### src/rtl/if_id_pipe_reg.sv
// if_id_pipe_reg: IF/ID pipeline register with stall/flush/valid (clk, rst_n, stall, flush, valid_in, pc_in, pc_next_in, inst_in -> valid_out, pc_out, pc_next_out, inst_out); stall_cnt/flush_cnt perf counters live only with IFID_PERF_CNT_EN defined
module if_id_pipe_reg #(
  parameter int                 DATA_W   = 32,
  parameter logic [DATA_W-1:0]  NOP_INST = 32'h0000_0013,
  parameter logic [DATA_W-1:0]  RESET_PC = 32'h0000_0000,
  parameter int                 CNT_W    = 32
) (
  input  logic              clk,
  input  logic              rst_n,
  input  logic              stall,
  input  logic              flush,
  input  logic              valid_in,
  input  logic [DATA_W-1:0] pc_in,
  input  logic [DATA_W-1:0] pc_next_in,
  input  logic [DATA_W-1:0] inst_in,
  output logic              valid_out,
  output logic [DATA_W-1:0] pc_out,
  output logic [DATA_W-1:0] pc_next_out,
  output logic [DATA_W-1:0] inst_out,
  output logic [CNT_W-1:0]  stall_cnt,
  output logic [CNT_W-1:0]  flush_cnt
);
  always_ff @(posedge clk or negedge rst_n)
    if (!rst_n) begin
      valid_out   <= 1'b0;
      pc_out      <= RESET_PC;
      pc_next_out <= RESET_PC;
      inst_out    <= NOP_INST;
    end else if (flush) begin
      valid_out   <= 1'b0;
      pc_out      <= RESET_PC;
      pc_next_out <= RESET_PC;
      inst_out    <= NOP_INST;
    end else if (!stall) begin
      valid_out   <= valid_in;
      pc_out      <= pc_in;
      pc_next_out <= pc_next_in;
      inst_out    <= valid_in ? inst_in : NOP_INST;
    end
`ifdef IFID_PERF_CNT_EN
  always_ff @(posedge clk or negedge rst_n)
    if (!rst_n) begin
      stall_cnt <= '0;
      flush_cnt <= '0;
    end else begin
      stall_cnt <= (stall && !flush && !(&stall_cnt)) ? stall_cnt + 1'b1 : stall_cnt;
      flush_cnt <= (flush && !(&flush_cnt)) ? flush_cnt + 1'b1 : flush_cnt;
    end
`else
  assign stall_cnt = '0;
  assign flush_cnt = '0;
`endif
endmodule
### config.mk
export PLATFORM = sky130hd
export DESIGN_NAME = if_id_pipe_reg
export DESIGN_NICKNAME = d
export VERILOG_FILES = /design/src/rtl/if_id_pipe_reg.sv
export SDC_FILE = /design/constraint.sdc
export NUM_CORES = 1
export LEC_CHECK = 0
export BUFFER_PORTS_ARGS = -buffer_cell sky130_fd_sc_hd__buf_4
export CAP_MARGIN = 10
export CORE_MARGIN = 4
export CORE_UTILIZATION = 43
export CTS_CLUSTER_DIAMETER = 200
export DETAILED_ROUTE_END_ITERATION = 6
export PLACE_DENSITY = 0.8
export SETUP_SLACK_MARGIN = 0.4
export SLEW_MARGIN = 20
export SYNTH_ARGS = -nofsm -noshare
export SYNTH_HDL_FRONTEND = slang
export SYNTH_SLANG_ARGS = --single-unit
### constraint.sdc
create_clock -name clk -period 0.8 [get_ports clk]
set_input_delay 0.08 -clock clk [delete_from_list [all_inputs] [get_ports clk]]
set_output_delay 0.08 -clock clk [all_outputs]
set_load 0.05 [all_outputs]
After elaboration in Yosys (flattened, before gate mapping)
Index checks and enable logic that the tools add are counted.
{ "classes": {"add_sub_neg": 0, "mul": 0, "div": 0, "magnitude_cmp": 0, "n_eq_ne": 1, "n_shift": 0, "muxes": 9, "bitwise": 0, "n_reduce_logical": 0} }
{ "op_table": {"columns": ["operator", "count"], "rows": [
  ["32-bit two-way mux", 7],
  ["1-bit two-way mux", 2],
  ["2-bit by 1-bit != test with 1-bit output, second input constant", 1]
]} }
{ "word_totals": {"regBits": 97, "latch_bits": 0, "ram_bits": 0, "rom_bits": 0, "inputBits": 101, "output_inout_bits": 161, "elab_cells": 14, "mem_count": 0} }

Logic depth before layout (Yosys ltp)
Gate-level depths: netlist of the first run.
{ "depth": {"ltp_word": 3, "ltp_mapped": 5} }

Least setup slack after synthesis of the first run
Ideal clock, no wire load.
{ "synth_path": {"kind": "reg-to-reg", "from": "register inst_out[2] (netlist name)", "to": "register inst_out[2]", "t_arrival_ns": 0.817, "required_time_ns": 0.678, "slack_ns": -0.139, "path_stages_with_launch": 2, "period_less_slack_ns": 0.939, "path_cell_list": "dfrtp_1 a32o_1"} }
{ "synth_lines": {"columns": ["element", "line", "text"], "rows": [
  ["to (signal assigned)", "38", "inst_out <= valid_in ? inst_in : NOP_INST;"],
  ["to (decl)", "19", "output logic [DATA_W-1:0] inst_out,"]
]} }

Worst setup path in the final report of the first run
{ "layout_path": {"from": "register inst_out[0]", "to": "output inst_out[0]"} }
No word-level cell between the ends.

==> metrics.txt, run 1 <==
Clock power frac ~29%; min Tclk post-route around 1.2 ns; # diodes 0; total CTS buffers 9; Final Hold Vio Count 177; initial antenna violation count 0; average vias per placed instance 4.70; Crit-path slowest cell dfstp_2; Mean Syn Cell Area between 10 and 15 um^2; Clock Pin Slew Worst Setup and Hold Paths about 0.1 ns; Fin Setup TNS -22.47 ns; unrepaired setup endpoints after global routing yes; sequential share of power 43.0%; Combinational Power Share approximately 28%; most frequent cells in the layout 120 x buf_6, 111 x buf_4, 94 x dfrtp_2; Clock Path Buffers 2; Pre-antenna DRT Iters 4; Post-Syn Area between 4000 and 5000 um^2; Total Routed Length about 12000 um; Layout area overhead 58.0%; CTS tree yes; placed cell areas approximately 5900 um^2; Rows 36; Total GRT Usage 20.5%; number of global-route vias before repair between 3000 and 4000; share of layout cells above drive strength 1 ~62%; gpl congestion approximately 0.75; Clk Tree Root Cell clkbuf_8; ranking of synthesized cells by area dfrtp_1 54%, mux2i_1 15%, buf_4 13%; PD cells between 1500 and 2000 nW/um^2; Final WS setup -0.388 ns; Starting DRT DRC Count between 100 and 150; Final Power roughly 0.013 W; wire length per cell between 15 and 20 um; switching power 0.00417 W; area leader, netlist dfrtp_1; final hold slack -0.445 ns; status complete, but fails checks; Nets 685; Critical Path AT between 1 and 1.5 ns; Yosys reg bits 97; Chip Width 109 um; critical path class flip-flop to primary output; grt ovf 0; initial core utilization between 40% and 50%; synth warn 0; failing checks negative hold slack, negative setup slack; global-route wire length before repair 18300 um; I/O pins approximately 260; largest net degree at the start of global routing 46; drt drc 0; worst hold path class input port to async pin; CP max stage delay just under 0.6 ns; Tcrit/Tclk final 148%; via count between 3000 and 4000; Seq/Total Area, Yosys 55.9%; IO buf count ~200; Worst Path Buf+Inv 1; r2r setup slk -0.19 ns; Clock Sinks 97; final setup vio count about 120; Synth Instances roughly 360; Max Fclk between 0.8 and 0.9 GHz; Pleak roughly 3.4 nW; worst-path fanout max 2; post-route ant nets 0; total of max-cap violations 0; critical path, cell by cell buf_8; worst vdd ir 0.00100 V; share of the synthesized area in the top cell type ~54%; skew final 0 ns; Unique masters post-synth 18; Slew Viols, Final 0; worst-skew pair later-pin latency ~0.35 ns; Crit. End Element primary output; die footprint about 12000 um^2; cell area after layout just under 7000 um^2; Worst EP required 0.72 ns; Switching Share 33.2%; most common cell after layout, fill and taps aside buf_6; crit-path leading delay family flip-flops; core area between 9000 and 10000 um^2; die height between 100 and 150 um; P_int 0.00839 W; H-tree Lvls 3; Setup crit start kind flip-flop; DP Wirelength just over 8000 um
flip-flops by register name (all words and copies together) (netlist names):
| signal | count |
|---|---|
| inst_out | 32 |
| pc_next_out | 32 |
| pc_out | 32 |
| valid_out | 1 |
through the flow:
| stage | instances | util [%] | hold slack [ns] | setup slack, ns |
|---|---|---|---|---|
| after CTS | 704 | 67.6 | -0.456 | -0.403 |
| after global placement | 674 | 59.7 | -0.0648 | -0.583 |
| after floorplan | 418 | - | -0.216 | -0.101 |
| after detailed placement | 674 | 59.7 | -0.0599 | -0.697 |
| after global routing | 722 | 69.9 | -0.467 | -0.427 |
| final | 722 | 69.9 | -0.445 | -0.388 |
cell type report:
class,count,area [um^2]
Fill cell,684,2950
Sequential cell,97,2550
Timing Repair Buffer,241,2360
Multi-Input combinational cell,234,1550
Tap cell,133,166
Clock buffer,11,151
Clock inverter,5,86.3
Inverter,1,3.75
metal layers:
layer / wire [um] / GRT usage [%] / up-vias
li1: - / - / 1548
met1: 4440 / 23.5 / 1662
met2: 6700 / 36.1 / 165
met3: 1020 / 6.51 / 21
met4: 268 / 6.67 / 0
met5: 0 / 0 / -
what timing repair did:
action,in CTS,in global routing
gates resized for setup,115,21
hold endpoints to repair,190,183
endpoints found under the setup margin,194,194
gates cloned,2,0
pin swaps,23,18
buffers inserted,12,18
path summary, 6_finish.rpt:
kind | endpoint | depth (start not counted) | from
min | pc_next_out[14] | 1 | rst_n
min in group clk | pc_out[2] | 3 | pc_in[2]
max in group asynchronous | inst_out[21] | 2 | rst_n
min reg2reg | inst_out[16] | 1 | inst_out[16]
max reg2reg | inst_out[7] | 3 | inst_out[7]
max | inst_out[0] | 1 | inst_out[0]
logic make-up (layout without fill, tap and decap cells):
logic type	Yosys count	after routing	share of synthesized area, %
AOI/OAI and AO/OA	32	32	7.25
and+or+nand+nor	71	73	6.68
DFF	97	97	55.9
buffers and inverters	89	258	15.1
muxes	65	65	15.0
other	1	64	0.0863
power by group through the flow:
| stage | logic, W | clock network (W) | registers (W) |
|---|---|---|---|
| final | 0.00351 | 0.00365 | 0.00540 |
| after global routing | 0.00369 | 0.00398 | 0.00543 |
| after CTS | 0.00340 | 0.00375 | 0.00539 |
| after detailed placement | 0.00316 | 0 | 0.00543 |
| after global placement | 0.00311 | 0 | 0.00542 |
| after floorplan | 0.00147 | 0 | 0.00630 |
cells in the mapped netlist:
| cell | number |
|---|---|
| clkbuf_1 | 2 |
| nand2b_1 | 2 |
| dfstp_2 | 3 |
| inv_2 | 1 |
| nor2_1 | 65 |
| nor2b_4 | 1 |
| mux2i_1 | 65 |
| buf_2 | 8 |
| nand3b_1 | 1 |
| conb_1 | 1 |
| buf_6 | 5 |
| o32a_1 | 3 |
| a21oi_1 | 1 |
| nor2b_2 | 1 |
| a32o_1 | 28 |
| dfrtp_1 | 94 |
| nand2_1 | 1 |
| buf_4 | 73 |
Note: power is estimated with default switching activity, not from simulation.
==> inputs of run 2 (changes only) <==
--- a/config.mk
+++ b/config.mk
@@ -5,13 +5,12 @@
 export SDC_FILE = /design/constraint.sdc
 export NUM_CORES = 1
 export LEC_CHECK = 0
-export BUFFER_PORTS_ARGS = -buffer_cell sky130_fd_sc_hd__buf_4
 export CAP_MARGIN = 10
-export CORE_MARGIN = 4
-export CORE_UTILIZATION = 43
+export CORE_AREA = 4 4 99 101
 export CTS_CLUSTER_DIAMETER = 200
 export DETAILED_ROUTE_END_ITERATION = 6
-export PLACE_DENSITY = 0.8
+export DIE_AREA = 0 0 103 105
+export DONT_BUFFER_PORTS = 1
 export SETUP_SLACK_MARGIN = 0.4
 export SLEW_MARGIN = 20
 export SYNTH_ARGS = -nofsm -noshare
==> run 2 against run 1 <==
Net effect:
- the flow still finishes with violations (negative hold slack, negative setup slack)
- fmax increased by 4.9%
- setup slack better by 0.056 ns
- first-iteration DRC count rose by 28%
- die area fell by 8.2%
- routed wire length fell by 19%
- combinational power fell by 23%
- critical path depth unchanged
- largest power group unchanged
==> metrics.txt, run 2 (synthesized netlist as in run 1, its figures left out) <==
status complete, but fails checks; failing checks negative hold slack, negative setup slack; H-tree Lvls 3 (unchanged); worst-skew pair later-pin latency 0.34 ns (about the same); Critical Path AT 1.05 ns (-0.06 ns); Clock Pin Slew Worst Setup and Hold Paths 0.09 ns (about the same); via count 2847 (-16%); DP Wirelength 6860 um (-17%); Crit. End Element primary output; worst hold path class input port to async pin; top flop regs inst_out: 32 flops, pc_next_out: 32 flops, pc_out: 32 flops; I/O pins 262 (unchanged); CTS tree yes; IO buf count 0 (-100%); Clock power frac 31.4% (+2.3 points); share of layout cells above drive strength 1 49.8% (-12 points); Fin Setup TNS -20.61 ns (+1.86 ns); PD cells 2050 nW/um^2 (+12%); worst vdd ir 0.000900 V (-10%); drt drc 0 (unchanged); sequential share of power 45.7% (+2.7 points); Worst EP required 0.72 ns (about the same); final setup vio count 110 (-6.8%); largest net degree at the start of global routing 98 (+110%); die height 105 um (-3.3%); Tcrit/Tclk final 141% (-7.0 points); slew of the pin with the lowest slew margin ~0.64 ns; Total GRT Usage 17.7% (-2.7 points); Switching Share 31.4% (-1.7 points); Combinational Power Share 22.9% (-5.1 points); average vias per placed instance 4.99 (+6.0%); fin cells 571 (-21%); min Tclk post-route 1.13 ns (-0.0557 ns); core area 9020 um^2 (-8.1%); Final Core Density 63.8% (-6.2 points); Final Power 0.0118 W (-6.3%); Worst Path Buf+Inv 1 (unchanged); worst-path fanout max 2 (unchanged); Setup WS pre-CTS -0.491 ns (+0.206 ns); final hold slack -0.590 ns (-0.145 ns); Max Fclk 0.883 GHz (+4.9%); Slew Viols, Final 0 (unchanged); die footprint 10800 um^2 (-8.2%); grt ovf 0 (unchanged); Final WS setup -0.332 ns (+0.0557 ns); Placed Instances 539 (-20%); Setup crit start kind flip-flop; Chip Width 103 um (-5.1%); global-route wire length before repair 15000 um (-18%); Layout area overhead 32.3%; Crit-path slowest cell dfstp_2; Rows 35 (-2.8%); P_int 0.00807 W (-3.9%); wire length per cell 17.6 um (+2.1%); CP max stage delay 0.57 ns (-0.02 ns); post-route ant nets 0 (unchanged); Total Routed Length 10000 um (-19%); crit-path leading delay family flip-flops; Worst slew margin between 50% and 60%; most common cell after layout, fill and taps aside buf_6; initial core utilization 48.2% (+3.9 points); most frequent cells in the layout 110 x buf_6, 94 x dfrtp_2, 65 x mux2i_1, 65 x nor2_1, 64 x conb_1; Nets 557 (-19%); Clock Sinks 97 (unchanged); total CTS buffers 9 (unchanged); switching power 0.00370 W (-11%); critical path, cell by cell buf_12; Final Hold Vio Count 194 (+9.6%); Pleak 2.77 nW (-20%); unrepaired setup endpoints after global routing yes; Pre-antenna DRT Iters 4 (unchanged); initial antenna violation count 0 (unchanged); # diodes 0 (unchanged); number of global-route vias before repair 2862 (-19%); total of max-cap violations 0 (unchanged); skew final 0 ns (unchanged); critical path class flip-flop to primary output; gpl congestion 0.750 (+0.40%); Clk Tree Root Cell clkbuf_8; Clock Path Buffers 2 (unchanged); Starting DRT DRC Count 153 (+28%)
==> run 2: cell types whose count changed in the layout (fill, tap and decap cells not counted), moves of 2 or more <==
cell,previous run,this run
buf_6,120,110
clkinvlp_4,0,2
nor2b_4,4,2
buf_8,4,0
buf_12,6,4
clkbuf_8,11,9
clkinv_4,2,0
buf_4,111,1
==> run 2: power by group through the flow <==
stage	clock [W]	combinational [W]	sequential, W
after floorplan	0	0.00147	0.00630
after global placement	0	0.00244	0.00541
after detailed placement	0	0.00246	0.00542
after CTS	0.00381	0.00265	0.00538
after global routing	0.00403	0.00281	0.00541
final	0.00370	0.00270	0.00538
==> run 2: worst paths after layout <==
path,slack (ns),endpoint,start,cells past startpoint
setup / recovery,-0.33,inst_out[1],inst_out[1],1
min in group clk,-0.22,pc_next_out[13],flush,1
setup reg to reg,-0.15,pc_next_out[13],pc_next_out[13],4
hold / removal,-0.59,pc_next_out[9],rst_n,0
hold reg to reg,0.52,inst_out[10],inst_out[10],1
max in group asynchronous,1.15,inst_out[4],rst_n,0
==> run 2: layer usage <==
metal | GRT usage (%) | vias up | share of wire [%] | routed length, um
met5 | 0 | - | 0 | 0
met4 | 6.11 | 0 | 1.1 | 114
met3 | 5.94 | 12 | 11 | 1100
met2 | 29.7 | 161 | 51 | 5150
met1 | 21.1 | 1392 | 37 | 3670
li1 | - | 1282 | - | -
==> run 2: final cells by class <==
class                   instances  area [um^2]
inverters                       1         3.75
fillers                       680         3270
well taps                     111          139
multi-input cells             232         1500
clock buffers                  10          128
repair buffers                115         1330
flip-flops and latches         97         2550
clock inverters                 5          105
==> run 2: metrics by stage <==
| stage | hold slack (ns) | cell area, um^2 |
|---|---|---|
| 6_report | -0.590 | 5750 |
| 5_1_grt | -0.619 | 5750 |
| 3_5_place_dp | -0.214 | 4970 |
| 4_1_cts | -0.613 | 5650 |
| 3_3_place_gp | -0.213 | 4970 |
| 2_1_floorplan | -0.216 | 4710 |
==> run 2: worst reg2reg max path, stage by stage, from the launching register on <==
cell and delay (ns):
dfrtp_2 0.43, buf_4 0.14, buf_6 0.10, mux2i_1 0.12
nor2_1 0.06
==> run 2: what timing repair did <==
action	CTS	global route
gates resized for setup	101	10
pin swaps	23	13
setup endpoints to repair	194	194
hold endpoints to repair	194	194
setup buffers	8	9
==> inputs of run 3 (changes only) <==
--- a/config.mk
+++ b/config.mk
@@ -11,8 +11,10 @@
 export DETAILED_ROUTE_END_ITERATION = 6
 export DIE_AREA = 0 0 103 105
 export DONT_BUFFER_PORTS = 1
+export PLACE_DENSITY = 0.73
 export SETUP_SLACK_MARGIN = 0.4
 export SLEW_MARGIN = 20
 export SYNTH_ARGS = -nofsm -noshare
 export SYNTH_HDL_FRONTEND = slang
 export SYNTH_SLANG_ARGS = --single-unit
+export TNS_END_PERCENT = 5
==> run 3 against run 2 <==
Net effect:
- the flow still finishes with violations (negative hold slack, negative setup slack)
- combinational power down 3%
- power down 5.8%
- first-iteration DRC count down 29%
- final cell count down 1.9%
- sequential cell count unchanged
- cell area down 3.4%
- via count down 2.1%
- worst hold slack better by 0.0070 ns
- routed wire length about the same
- sequential share of layout area up 1.5 points
- critical path depth unchanged
- register-to-register slack better by 0.02 ns
- largest cell class unchanged
- largest power group unchanged
- highest routed layer unchanged
==> metrics.txt, run 3 (synthesized netlist as in run 1, its figures left out) <==
Crit-path slowest cell dfstp_2; status complete, but fails checks; IO buf count 0 (unchanged); Clock Pin Slew Worst Setup and Hold Paths 0.10 ns (about the same); CTS tree yes; PD cells 2000 nW/um^2 (-2.4%); most frequent cells in the layout 95 x buf_6, 93 x dfrtp_2, 65 x nor2_1; I/O pins 262 (unchanged); critical path class flip-flop to primary output; die height 105 um (unchanged); gpl congestion 0.730 (-2.7%); H-tree Lvls 3 (unchanged); Critical Path AT 1.05 ns (about the same); worst-path fanout max 2 (unchanged); failing checks negative hold slack, negative setup slack; Fin Setup TNS -19.55 ns (+1.06 ns); via count 2786 (-2.1%); critical path, cell by cell buf_12; Crit. End Element primary output; Worst EP required 0.72 ns (about the same); post-route ant nets 0 (unchanged); global-route wire length before repair 15200 um (+1.5%); crit-path leading delay family flip-flops; # diodes 0 (unchanged); Final Power 0.0111 W (-5.8%); Worst Path Buf+Inv 1 (unchanged); Slew Viols, Final 0 (unchanged); largest net degree at the start of global routing 98 (unchanged); Placed Instances 538 (-0.19%); skew final 0 ns (unchanged); Total GRT Usage 17.8% (+0.12 points); Clock Sinks 97 (unchanged); average vias per placed instance 4.98 (-0.22%); unrepaired setup endpoints after global routing yes; wire length per cell 17.9 um (+2.0%); top flop regs inst_out: 32 flops, pc_next_out: 32 flops, pc_out: 32 flops; min Tclk post-route 1.13 ns (-0.000734 ns); most common cell after layout, fill and taps aside buf_6; Layout area overhead 27.8%; initial antenna violation count 0 (unchanged); core area 9020 um^2 (unchanged); Worst slew margin 58.3% (+0.73 points); Tcrit/Tclk final 141% (about the same); number of global-route vias before repair 2908 (+1.6%); Total Routed Length 10000 um (about the same); Setup crit start kind flip-flop; grt ovf 0 (unchanged); Chip Width 103 um (unchanged); Rows 35 (unchanged); Final Hold Vio Count 194 (unchanged); worst hold path class input port to async pin; Final WS setup -0.331 ns (+0.000734 ns); initial core utilization 48.2% (unchanged); drt drc 0 (unchanged); Nets 545 (-2.2%); cell area after layout 5560 um^2 (-3.4%); worst-skew pair later-pin latency 0.34 ns (about the same); total CTS buffers 9 (unchanged); Pre-antenna DRT Iters 4 (unchanged); Max Fclk 0.884 GHz (about the same); DP Wirelength 6950 um (+1.4%); final setup vio count 102 (-7.3%); Clock Path Buffers 2 (unchanged); final hold slack -0.583 ns (+0.00698 ns); Pleak 2.67 nW (-3.7%); die footprint 10800 um^2 (unchanged); fin cells 560 (-1.9%); share of layout cells above drive strength 1 48.3% (-1.5 points); slew of the pin with the lowest slew margin 0.624 ns (-0.0110 ns); Clk Tree Root Cell clkbuf_8; CP max stage delay 0.57 ns (about the same); placed cell areas 4950 um^2 (-0.43%); total of max-cap violations 0 (unchanged); Starting DRT DRC Count 109 (-29%); worst vdd ir 0.00121 V (+34%)
-- run 3: layer usage --
layer / share of wire, % / GRT usage (%)
met5: 0 / 0
met1: 35 / 20.0
met4: 0.73 / 3.15
met2: 53 / 31.8
met3: 11 / 7.21
-- run 3: cell type report --
cell class                 count  area [um^2]
multi-input combinational    232         1510
timing repair buffer         103         1170
tap                          111          139
clock inverter                 4         53.8
clock buffer                  12          135
sequential                    97         2550
inverter                       1         3.75
fill                         699         3470
-- run 3: power breakdown --
part | switching (W) | internal, W | total, W
logic | 0.00187 | 0.000755 | 0.00263
registers | 0.000188 | 0.00519 | 0.00538
clock network | 0.00163 | 0.00146 | 0.00309
-- run 3: per-stage QoR --
stage	setup WS, ns	utilization (%)
floorplan	-0.101	-
global placement	-0.437	54.9
detailed placement	-0.479	54.9
CTS	-0.355	61.2
global route	-0.380	61.6
finish	-0.331	61.6
-- run 3: worst paths after layout --
path | startpoint | to | slack, ns | depth (start not counted)
setup / recovery | inst_out[0] | inst_out[0] | -0.33 | 1
hold / removal | rst_n | pc_out[29] | -0.58 | 0
setup reg to reg | inst_out[1] | inst_out[1] | -0.13 | 3
hold reg to reg | inst_out[29] | inst_out[29] | 0.52 | 1
max in group asynchronous | rst_n | inst_out[4] | 1.17 | 0
min in group clk | flush | pc_next_out[3] | -0.22 | 1
-- run 3: what timing repair did --
action | CTS | global route
pin swaps | 66 | 63
endpoints found under the setup margin | 194 | 194
endpoints found under the hold margin | 194 | 194
resized for setup | 95 | 3
gates cloned | 0 | 0
buffers inserted | 3 | 3
